[src/rtl/bf16_pkg.sv]
// Shared BFloat16 definitions for the int-to-bf16 converter and the adder datapath.
// Field widths, bias, the packed result type and the converter FSM states.
package bf16_pkg;

  localparam int BF16_E    = 8;
  localparam int BF16_M    = 7;
  localparam int BF16_BIAS = 127;

  typedef struct packed {
    logic              s;
    logic [BF16_E-1:0] e;
    logic [BF16_M-1:0] m;
  } bf16_t;

  typedef enum logic [1:0] {
    IDLE = 2'd0,
    NORM = 2'd1,
    DONE = 2'd2
  } cvt_state_t;

endpackage

[src/rtl/int16_to_bf16_cvt.sv]
// Iterative signed-integer to BFloat16 converter, round-toward-zero.
// Normalises one bit per cycle by left-shifting the magnitude until its MSB is set.
module int16_to_bf16_cvt
  import bf16_pkg::*;
#(
  parameter int W    = 16,
  parameter int E    = BF16_E,
  parameter int M    = BF16_M,
  parameter int BIAS = BF16_BIAS
) (
  input  logic         clk,
  input  logic         nreset,
  input  logic         valid_i,
  output logic         ready_o,
  input  logic [W-1:0] data_i,
  output logic         valid_o,
  input  logic         ready_i,
  output logic         s_o,
  output logic [E-1:0] e_o,
  output logic [M-1:0] m_o
);

  // Exponent of an input whose magnitude already has bit W-1 set.
  localparam logic [E-1:0] EXP_TOP = E'(BIAS + W - 1);

  cvt_state_t   state;
  logic [W-1:0] mag;
  logic [E-1:0] expo;
  logic         sgn;
  logic [W-1:0] abs_in;

  // Two's-complement negate wraps the most negative value onto 2^(W-1), which is its true magnitude.
  assign abs_in = data_i[W-1] ? (~data_i + W'(1)) : data_i;

  always_ff @(posedge clk or negedge nreset) begin
    if (!nreset) begin
      state   <= IDLE;
      ready_o <= 1'b1;
      valid_o <= 1'b0;
      s_o     <= 1'b0;
      e_o     <= '0;
      m_o     <= '0;
      mag     <= '0;
      expo    <= '0;
      sgn     <= 1'b0;
    end else begin
      case (state)
        IDLE: begin
          if (valid_i) begin
            sgn     <= data_i[W-1];
            mag     <= abs_in;
            ready_o <= 1'b0;
            if (abs_in == '0) begin
              s_o     <= 1'b0;
              e_o     <= '0;
              m_o     <= '0;
              valid_o <= 1'b1;
              state   <= DONE;
            end else begin
              expo  <= EXP_TOP;
              state <= NORM;
            end
          end
        end

        NORM: begin
          if (mag[W-1]) begin
            s_o     <= sgn;
            e_o     <= expo;
            m_o     <= mag[W-2 -: M];
            valid_o <= 1'b1;
            state   <= DONE;
          end else begin
            mag  <= mag << 1;
            expo <= expo - E'(1);
          end
        end

        DONE: begin
          if (ready_i) begin
            valid_o <= 1'b0;
            ready_o <= 1'b1;
            state   <= IDLE;
          end
        end

        default: begin
          valid_o <= 1'b0;
          ready_o <= 1'b1;
          state   <= IDLE;
        end
      endcase
    end
  end

endmodule
[config.mk]
export PLATFORM = sky130hd
export DESIGN_NAME = int16_to_bf16_cvt
export DESIGN_NICKNAME = d
export VERILOG_FILES = /design/src/rtl/bf16_pkg.sv /design/src/rtl/int16_to_bf16_cvt.sv
export SDC_FILE = /design/constraint.sdc
export NUM_CORES = 1
export LEC_CHECK = 0
export BUFFER_PORTS_ARGS = -buffer_cell sky130_fd_sc_hd__buf_2
export CAP_MARGIN = 10
export CORE_ASPECT_RATIO = 1.5
export CORE_UTILIZATION = 62
export DETAILED_ROUTE_END_ITERATION = 10
export HOLD_SLACK_MARGIN = 0.08
export PLACE_DENSITY = 0.85
export SLEW_MARGIN = 0
export SYNTH_ARGS = -nofsm -noshare
export SYNTH_HDL_FRONTEND = slang
export SYNTH_SLANG_ARGS = --single-unit
[constraint.sdc]
create_clock -name clk -period 3.35 [get_ports clk]
set_input_delay 1.005 -clock clk [delete_from_list [all_inputs] [get_ports clk]]
set_output_delay 1.005 -clock clk [all_outputs]
set_load 0.05 [all_outputs]
Word-level counts from Yosys, hierarchy flattened. Index checks and enable logic that the tools add are counted.

Register bits: 45. Bits of input ports: 20. Output and inout bits: 18. Word-level logic and storage cells: 66.

Add/sub/neg operators: 2. Equal/unequal tests: 8. Multiplexer cells: 33. Bitwise gates (word level): 2. Reduce and logical (&&, ||, !) cells: 11.

Operator list (number): 16-bit 2-to-1 mux (3); 8-bit 2-to-1 mux (6); 16-bit case mux with 2 select lines (1); 8-bit case mux with 2 select lines (2); 7-bit 2-to-1 mux (3); 16-bit by 1-bit adder with 16-bit output, second input constant (1); 16-bit logical NOT (1); 16-bit NOT (1); 7-bit case mux with 2 select lines (1); 2-bit != test, second input constant (6); 4-bit AND reduction (3); 1-bit 2-to-1 mux (9); 3-bit AND reduction (3); 2-bit 2-to-1 mux (4); 8-bit by 1-bit subtractor with 8-bit output, second input constant (1); 1-bit case mux with 3 select lines (2); 2-bit case mux with 3 select lines (1); 2-bit AND reduction (2); 2-bit by 1-bit == test with 1-bit output, second input constant (1); 2-bit == test, second input constant (1); 2-bit logical NOT (1); 1-bit case mux with 2 select lines (1); 2-bit nonzero test (1); 1-bit NOT (1).

Logic depth before layout (Yosys ltp).
Depth in word-level cells: 7. Depth in mapped cells: 9.

Least setup slack after synthesis. OpenSTA, ideal clock, no wires.

Path type: input to register. From: input port data_i[0]. To: register e_o[6]. Arrival: 3485 ps. Required time: 3232 ps. Path slack: -253 ps. Stages on the path: 9. Path buffers: 1. Path through: inv_1 ha_1 or4b_4 or3_4 or4_4 a311oi_4 a41oi_4 buf_6 a21o_1.

Longest elaborated chain between the ends: 6.

Ends and longest elaborated chain: start: declaration (line int16_to_bf16_cvt.sv:15) `input logic [W-1:0] data_i,`; 16-bit NOT (line int16_to_bf16_cvt.sv:33) `assign abs_in = data_i[W-1] ? (~data_i + W'(1)) : data_i;`; 16-bit by 1-bit adder with 16-bit output (line int16_to_bf16_cvt.sv:33); 16-bit 2-to-1 mux * (line int16_to_bf16_cvt.sv:33); 16-bit logical NOT * (line int16_to_bf16_cvt.sv:53) `if (abs_in == '0) begin`; 2-bit != test (no source line) *; 4-bit AND reduction (no source line) *; end signal: assignment (line int16_to_bf16_cvt.sv:69) `e_o <= expo;`; end: declaration (line int16_to_bf16_cvt.sv:19) `output logic [E-1:0] e_o,`.

Mark *: on every way between the ends. The rest lies on a longest branch, timed or not. A chain may end at the register's enable or synchronous reset.

Worst setup path in the final report.
From: input port data_i[1]. To: register e_o[2].

The elaborated chain is that of the path after synthesis.

==> impl_metrics.csv <==
group,metric,value,unit
outcome,status,"completed",
layout,diodes,0,
worst_setup_path,criticalPathCategory,"in -> reg",
power,cellPowerDensity,899,nW/µm²
place,dp_hpwl,4.50,mm
floorplan,start_util,0.665,
clock_tree,clock-root-buffer,"clkbuf_8",
sta,timing.fmax,303,MHz
logic_synthesis,syn_avg_cell_area,8.87,µm²
sta,hold_violations,0,
sta,rsz0062_at_grt,"no",
sta,setup_violations,0,
sta,finClkSkew,0.00653,ns
floorplan,core_area,4030,µm²
place,numPortBuffers,37,
clock_tree,tritoncts,"built",
power,ir_drop,0.909,mV
grt,antenna_found_initial,0,
hold_path,holdPathStages,1,
routing,ant_nets,0,
clock_tree,clock_sinks,45,
layout,fin_area,3230,µm²
logic_synthesis,synthFlopType,"dfrtp_1",
worst_setup_path,r2r_end,"expo[7]",
power,power.leakage,1.51,nW
grt,grt_overflow,0,
routing,vias,2493,
hold_path,hp-class,"reg -> reg",
routing,drc,0,
logic_synthesis,synth_cells,302,
layout,nets,376,
floorplan,die_width,55.7,µm
worst_setup_path,r2r_slack,1.41,ns
floorplan,fp.dieH,82.5,µm
clock_tree,hold_buffers,0,
logic_synthesis,synth_edf_count,0,
worst_setup_path,regToRegStartpoint,"state[1]",
sta,period_needed,3.30,ns
layout,stdcell_count,400,
logic_synthesis,syn_nets,324,
clock_tree,insertion_delay,0.31,ns
logic_synthesis,synth-seq-cells,45,
logic_synthesis,syn_area,2680,µm²
routing,vias_per_cell,6.23,
floorplan,die-area,4590,µm²
worst_setup_path,cp_max_fo,8,
power,fin_total_pwr,2.90,mW
logic_synthesis,yosysSeqAreaShare,0.421,
grt,grt_usage,0.312,
grt,grt_pass1_wl,10.9,mm
layout,layout-drive-gt1-share,0.265,
grt,grt_max_degree,46,
logic_synthesis,ys_warn_count,0,
sta,worst_slew_pin_slew,0.972,ns
sta,holdWs,0.495,ns
clock_tree,htreeDepth,2,
place,place.gp.congestion,0.830,
floorplan,row_count,28,
worst_setup_path,start_kind,"primary input",
clock_tree,cts_made_buffers,5,
routing,avgRoutedWirePerCell,16.2,µm
sta,slew_headroom,0.352,
routing,drt_iter0_markers,93,
worst_setup_path,cp-end-kind,"register",
place,placedCellCount,390,
routing,drt-total-wl,6.49,mm
worst_setup_path,reg2reg_depth,6,
routing,drt_first_pass_iters,5,
clock_tree,cts_buffer_depth,2,
worst_setup_path,cp.required,3.55,ns
clock_tree,cts.reportedPaths.clkPinSlew,0.08,ns
sta,finalCritPeriodShare,0.985,
sta,slew_viol_final,0,
hold_path,whs_endpoint,"e_o[3]",
place,placed_cell_area,3060,µm²
layout,syn_to_final_growth,20.6,%
worst_setup_path,cp.arrival,3.50,ns
hold_path,min_from,"e_o[3]",
grt,first_global_vias,2352,
flow_run,max_cap_violations,0,
logic_synthesis,async_flop_share,1.00,
floorplan,ios,38,
worst_setup_path,critPathLaunch,"data_i[1]",
logic_synthesis,synth_cell_type_count,51,
## worst max-delay path, stage by stage
cell and delay [ns]:
buf_4 0.14, inv_12 0.05, ha_4 0.12, or4b_4 0.46, or3_4 0.40, buf_4 0.16
o32a_1 0.22, a311oi_4 0.34, buf_12 0.16, a41oi_4 0.20, a21o_2 0.24
## cell families after synthesis
kind of cell,after synthesis,synth area share
xor gates and xnor gates,13,0.0425
and+or+nand+nor,122,0.229
DFF,45,0.421
buffers and inverters,28,0.0449
muxes,1,0.00374
adders and majority gates,2,0.00934
AOI/OAI and AO/OA,91,0.249
## per-layer routing
layer  wire length, µm  global-route usage  vias up
met1              2350               0.330     1176
met5                 0                   0        -
met2              3590               0.602       95
met4               212               0.148        0
met3               343              0.0530       20
li1                  -                   -     1202
## timing repair
action	in CTS	in global routing
gates cloned	1	0
setup endpoints to repair	25	24
pin swaps	7	0
buffers inserted	1	0
gates resized for setup	3	2
## where the power goes
group | total (mW) | switching (mW) | internal, mW
logic | 1.50 | 0.999 | 0.505
registers | 1.03 | 0.224 | 0.807
clock network | 0.368 | 0.182 | 0.186
total | 2.90 | 1.40 | 1.50
## cell usage in the layout, fill, tap and decap left out, drive strengths merged, types with 4 or more instances in the layout
master,count
a21o,17
a21oi,9
a22oi,13
a31oi,6
buf,65
clkbuf,7
dfrtp,44
inv,7
nand2,52
nand2b,6
nand3,13
nor2,15
nor3,7
nor4,4
o21ai,22
o41ai,6
or2,4
or3,5
xnor2,5
xor2,8
## flip-flops by register name, summed over array words and instances (netlist names)
name	count
mag	16
valid_o	1
s_o	1
expo	8
state	2
m_o	7
e_o	8
ready_o	1
sgn	1
## synthesized netlist by cell type, types with 7 or more instances
cell / n / area (µm²)
nand2_1: 52 / 195
dfrtp_1: 44 / 1100
o21ai_0: 22 / 110
clkbuf_1: 17 / 63.8
a21o_1: 15 / 113
nor2_1: 15 / 56.3
a22oi_1: 13 / 97.6
nand3_1: 13 / 65.1
a21oi_1: 9 / 45.0
xor2_1: 8 / 70.1
inv_1: 7 / 26.3
nor3_1: 7 / 35.0
## stage by stage
stage               utilization  TNS [ns]  setup WS [ns]
floorplan                     -     -4.58         -0.248
global placement          0.760    -11.10         -0.477
detailed placement        0.760    -12.47         -0.521
CTS                       0.799         0         0.0583
global route              0.802         0         0.0162
finish                    0.802         0         0.0508
## worst max path at each step
stage | endpoint | slack, ns | depth (start not counted)
6_report | e_o[2] | 0.05 | 11
5_1_grt | e_o[2] | 0.02 | 11
4_1_cts | e_o[2] | 0.06 | 11
3_5_place_dp | e_o[2] | -0.52 | 9
3_3_place_gp | e_o[2] | -0.48 | 9
2_1_floorplan | e_o[6] | -0.25 | 9
## area by class of cell
cell class,count,area [µm²]
clock buffer,7,96.3
clock inverter,1,5.00
fill,260,800
inverter,7,46.3
multi-input combinational,230,1490
sequential,45,1130
tap,45,56.3
timing repair buffer,65,410
Note: power is estimated with default switching activity, not from simulation.
